**src/rtl/reflet_periph_arbiter_pkg.sv**
```systemverilog
// Shared types for the peripheral bus arbiter: FSM state encoding and width helper.
package reflet_periph_arbiter_pkg;

  typedef enum logic [1:0] {
    IDLE   = 2'd0,
    ACCESS = 2'd1,
    DONE   = 2'd2
  } arb_state_e;

  // Index/counter width that never collapses to zero bits.
  function automatic int clog2_min1(input int n);
    return (n > 1) ? $clog2(n) : 1;
  endfunction

endpackage

```
**src/rtl/reflet_rr_picker.sv**
```systemverilog
// Round-robin picker: first asserted req searching upward from ptr+1, wrapping at n_req.
module reflet_rr_picker
  import reflet_periph_arbiter_pkg::*;
#(
  parameter int n_req = 2,
  localparam int IW = clog2_min1(n_req)
) (
  input  logic [n_req-1:0] req,
  input  logic [IW-1:0]    ptr,
  output logic             any,
  output logic [IW-1:0]    idx
);

  logic [n_req-1:0] rotated;
  int first;
  int sum;

  always_comb begin
    // Bit k of rotated is requester (ptr + 1 + k) mod n_req.
    rotated = n_req'({req, req} >> (int'(ptr) + 1));
    first = 0;
    for (int k = n_req - 1; k >= 0; k--) begin
      if (rotated[k]) first = k;
    end
    sum = int'(ptr) + 1 + first;
    if (sum >= n_req) sum = sum - n_req;
    idx = IW'(sum);
  end

  assign any = |req;

endmodule

```
**src/rtl/reflet_periph_arbiter.sv**
```systemverilog
// Round-robin arbiter sharing one peripheral register bus between n_req requesters,
// with lock-based owner retention bounded by max_hold.
module reflet_periph_arbiter
  import reflet_periph_arbiter_pkg::*;
#(
  parameter int wordsize       = 16,
  parameter int base_addr_size = 16,
  parameter int n_req          = 2,
  parameter int max_hold       = 8
) (
  input  logic                             clk,
  input  logic                             reset,
  input  logic [n_req-1:0]                 req,
  input  logic [n_req-1:0]                 lock,
  input  logic [n_req-1:0]                 we,
  input  logic [n_req*base_addr_size-1:0]  addr,
  input  logic [n_req*wordsize-1:0]        wdata,
  output logic [n_req-1:0]                 gnt,
  output logic [n_req-1:0]                 ack,
  output logic [wordsize-1:0]              rdata,
  output logic                             bus_en,
  output logic                             bus_we,
  output logic [base_addr_size-1:0]        bus_addr,
  output logic [wordsize-1:0]              bus_wdata,
  input  logic [wordsize-1:0]              bus_rdata
);

  // state  | meaning
  // IDLE   | arbitrate among pending requests
  // ACCESS | owner drives the peripheral bus for one cycle
  // DONE   | ack pulse to owner, rdata valid

  localparam int IW = clog2_min1(n_req);
  localparam int HW = clog2_min1(max_hold + 1);

  arb_state_e state, state_nxt;
  logic [IW-1:0] owner, owner_nxt, rr_ptr, pick_idx;
  logic [HW-1:0] hold_cnt, hold_nxt;
  logic have_owner, pick_any, keep_ok, hold_room;
  logic [n_req-1:0] owner_oh, others;
  logic sel_we;
  logic [base_addr_size-1:0] sel_addr;
  logic [wordsize-1:0] sel_wdata;

  reflet_rr_picker #(.n_req(n_req)) u_picker (
    .req (req),
    .ptr (rr_ptr),
    .any (pick_any),
    .idx (pick_idx)
  );

  always_comb begin
    owner_oh  = '0;
    sel_we    = 1'b0;
    sel_addr  = '0;
    sel_wdata = '0;
    for (int i = 0; i < n_req; i++) begin
      if (owner == IW'(i)) begin
        owner_oh[i] = 1'b1;
        sel_we      = we[i];
        sel_addr    = addr[i*base_addr_size +: base_addr_size];
        sel_wdata   = wdata[i*wordsize +: wordsize];
      end
    end
  end

  assign others    = req & ~owner_oh;
  assign keep_ok   = have_owner && |(owner_oh & req & lock);
  assign hold_room = (max_hold == 0) || (hold_cnt < HW'(max_hold));

  always_comb begin
    state_nxt = state;
    owner_nxt = owner;
    hold_nxt  = hold_cnt;
    case (state)
      IDLE: begin
        if (pick_any) begin
          state_nxt = ACCESS;
          // An exhausted lock still wins when nobody else is waiting.
          if (keep_ok && (hold_room || others == '0)) begin
            if (hold_room && hold_cnt != {HW{1'b1}}) hold_nxt = hold_cnt + 1'b1;
          end else begin
            owner_nxt = pick_idx;
            hold_nxt  = '0;
          end
        end
      end
      ACCESS:  state_nxt = DONE;
      DONE:    state_nxt = IDLE;
      default: state_nxt = IDLE;
    endcase
  end

  always_ff @(posedge clk or negedge reset) begin
    if (!reset) begin
      state      <= IDLE;
      owner      <= '0;
      rr_ptr     <= IW'(n_req - 1);
      hold_cnt   <= '0;
      have_owner <= 1'b0;
      rdata      <= '0;
    end else begin
      state    <= state_nxt;
      owner    <= owner_nxt;
      hold_cnt <= hold_nxt;
      if (state == ACCESS) rdata <= sel_we ? '0 : bus_rdata;
      if (state == DONE) begin
        rr_ptr     <= owner;
        have_owner <= 1'b1;
      end
    end
  end

  always_comb begin
    bus_en    = 1'b0;
    bus_we    = 1'b0;
    bus_addr  = '0;
    bus_wdata = '0;
    gnt       = '0;
    ack       = '0;
    if (state == ACCESS) begin
      bus_en    = 1'b1;
      bus_we    = sel_we;
      bus_addr  = sel_addr;
      bus_wdata = sel_wdata;
    end
    if (state != IDLE) gnt = owner_oh;
    if (state == DONE) ack = owner_oh;
  end

endmodule

```
**config.mk**
```make
export PLATFORM = sky130hd
export DESIGN_NAME = reflet_periph_arbiter
export DESIGN_NICKNAME = d
export VERILOG_FILES = /design/src/rtl/reflet_periph_arbiter_pkg.sv /design/src/rtl/reflet_rr_picker.sv /design/src/rtl/reflet_periph_arbiter.sv
export SDC_FILE = /design/constraint.sdc
export NUM_CORES = 1
export LEC_CHECK = 0
export ABC_AREA = 0
export CAP_MARGIN = 5
export CORE_MARGIN = 2
export CORE_UTILIZATION = 39
export DETAILED_ROUTE_END_ITERATION = 7
export DONT_BUFFER_PORTS = 1
export SYNTH_ARGS = -nofsm -noshare
export SYNTH_HDL_FRONTEND = slang
export SYNTH_SLANG_ARGS = --single-unit
```
**constraint.sdc**
```tcl
create_clock -name clk -period 1.8 [get_ports clk]
set_input_delay 0.36 -clock clk [delete_from_list [all_inputs] [get_ports clk]]
set_output_delay 0.36 -clock clk [all_outputs]
set_load 0.03 [all_outputs]
```
==> flow_summary.json <==
{
  "status": "finished, final reports clean",
  "hp-class": "input port to flop",
  "final_layout_size_suffix_gt1_frac": 0.300,
  "avgSynthCellArea_um2": 9.63,
  "grt_pass1_vias": 1302,
  "vias_per_cell": 5.64,
  "grt_pass1_wl_um": 6080,
  "gp_congestion": 0.726,
  "finalSetupViolCount": 0,
  "port_buffers": 0,
  "design_area_um2": 2010,
  "grtUsageTotal": 0.178,
  "netlist_area_um2": 1570,
  "cp.arrival_ns": 1.36,
  "dp.cells": 241,
  "clk_root_buffer_cell": "clkbuf_8",
  "grt_setup_unrepaired": "true",
  "htree_levels": 1,
  "detailed_place_hpwl_um": 3570,
  "diodes": 0,
  "clock_skew_ns": 0.00327,
  "worst_pin_slew_ns": 1.07,
  "synth_cell_types": 28,
  "area_growth_pct": 28.0,
  "timing.rr.start": "owner",
  "crit_fanout": 22,
  "cp.required_ns": 1.44,
  "ys.warnings.count": 0,
  "wirelength_um": 4500,
  "stdcell_count": 250,
  "vias": 1409,
  "drc": 0,
  "synth_top_area_share": 0.382,
  "die-area_um2": 4550,
  "power_mw": 4.32,
  "p_leak_nw": 1.01,
  "synth-edff-count": 0,
  "cap_viol_max_count": 0,
  "core_um2": 3940,
  "crit_end": "bus_addr[14]",
  "startpoint_type": "flop",
  "fmax_mhz": 581,
  "slew_viol_final": 0,
  "timing.final.crit_period_ns": 1.72,
  "yosys.cell_count.top_type": "nor2_1",
  "antenna_found_initial": 0,
  "hold_viol_final": 0,
  "cts.sinks": 25,
  "ys_seq_area_frac": 0.399,
  "die_w_um": 67.5,
  "critPathKind": "flop to primary output",
  "reg2reg_to": "rdata[7]",
  "synth-seq-cells": 25,
  "nets": 290,
  "p_per_area_nw_per_um2": 2150,
  "rrSetupSlack_ns": 0.17,
  "numCtsBuffers": 3,
  "start_util": 0.398,
  "synth_commonest_cells": "nor2_1 (39), mux2i_1 (33), dfrtp_1 (24)",
  "peakVddDrop_v": 0.00100,
  "async_reset_ff_frac": 1.00,
  "fp-row-count": 23,
  "period_share": 0.956,
  "clkLatencyLatePin_ns": 0.26,
  "cts.path.max_buffers": 2,
  "wl_per_cell_um": 18.0,
  "synth_top_area_cell": "dfrtp_1",
  "clkTransAtPathRegs_ns": 0.08,
  "relSlewSlack": 0.283,
  "first_pass_iters": 4,
  "dpl_cell_area_um2": 1890,
  "drtIter0Drc": 35,
  "startpoint": "state[1]",
  "gr-total-overflow": 0,
  "synthFlopType": "dfrtp_1",
  "grt_max_degree": 45,
  "ioPinCount": 142,
  "synth_nets": 252,
  "die-height_um": 67.5,
  "reg2reg_depth": 4,
  "synth_area_leaders": "dfrtp_1 (38%), mux2i_1 (21%), nor2_1 (9.3%)",
  "ant_nets": 0,
  "netlist_instances": 163,
  "cts_tree": "built",
  "crit_path_end_kind": "primary output"
}
[kinds of logic (layout without fill, tap and decap cells)]
kind of cell               after synthesis  after routing  synth area share
and+or+nand+nor                         54             54             0.150
muxes                                   33             33             0.210
AOI/OAI and AO/OA                       31             31             0.167
DFF                                     25             25             0.399
buffers and inverters                   19             56            0.0653
adders and majority gates                1              1           0.00797
[critical path, stage by stage, from the launching register on]
cell and delay, ns:
dfrtp_1 0.41, nand2b_4 0.19, clkbuf_16 0.20, nor2_2 0.12, buf_4 0.16
[per-stage QoR]
step | utilization | worst slack, ns | setup TNS [ns] | hold WS [ns]
after CTS | 0.495 | 0.0442 | 0 | 0.221
after detailed placement | 0.479 | 0.117 | 0 | 0.0649
final | 0.510 | 0.0787 | 0 | 0.223
after global routing | 0.510 | -0.00119 | -0.00119 | 0.209
after global placement | 0.479 | 0.228 | 0 | 0.0651
after floorplan | - | 0.169 | 0 | 0.0644
[worst min-delay path by stage]
stage             startpoint          to  slack (ns)  depth (start not counted)
2_1_floorplan          reset  have_owner        0.06                          0
3_3_place_gp           reset    rdata[0]        0.07                          0
3_5_place_dp           reset    rdata[0]        0.06                          0
4_1_cts         bus_rdata[6]    rdata[6]        0.22                          1
5_1_grt         bus_rdata[3]    rdata[3]        0.21                          1
6_report       bus_rdata[13]   rdata[13]        0.22                          1
[routing by layer]
metal / global-route usage / share of wire / wire [um]
met5: 0 / 0 / 0
met3: 0.0367 / 0.079 / 354
met2: 0.360 / 0.56 / 2500
met1: 0.173 / 0.35 / 1580
met4: 0.0663 / 0.015 / 67
[cell usage in the layout, fill, tap and decap left out, types with 3 or more instances in the layout]
cell / synthesis / routed
a22o_1: 16 / 16
nand3_1: 3 / 3
buf_4: 1 / 41
dfrtp_1: 24 / 23
nor2_2: 0 / 3
inv_1: 5 / 5
a21o_1: 3 / 3
nand2_1: 3 / 3
mux2i_1: 33 / 33
nor2_1: 39 / 36
clkbuf_8: 0 / 3
[power breakdown]
part           internal, mW  switching (mW)  total (mW)  leakage (nW)
Sequential            0.801           0.544        1.35         0.320
Combinational          1.12            1.54        2.66         0.665
Clock                 0.154           0.164       0.318        0.0255
Total                  2.07            2.25        4.32          1.01
[layout make-up]
type	count	area, um2
clock inverters	1	5.00
inverters	6	22.5
well taps	50	62.6
fillers	346	1930
multi-input cells	119	856
repair buffers	46	394
clock buffers	3	41.3
flip-flops and latches	25	628
[what timing repair did]
item,CTS,global route
resized for setup,1,4
setup buffers,0,3
gates cloned,0,1
hold endpoints to repair,25,0
pin swaps,0,0
setup endpoints to repair,27,13
hold buffers,1,0
[registers in the layout (all words and copies together), names as in the netlist]
signal	count
rdata	16
hold_cnt	4
owner	1
have_owner	1
state	2
rr_ptr	1
No activity file was read; power rests on OpenSTA's default activity.
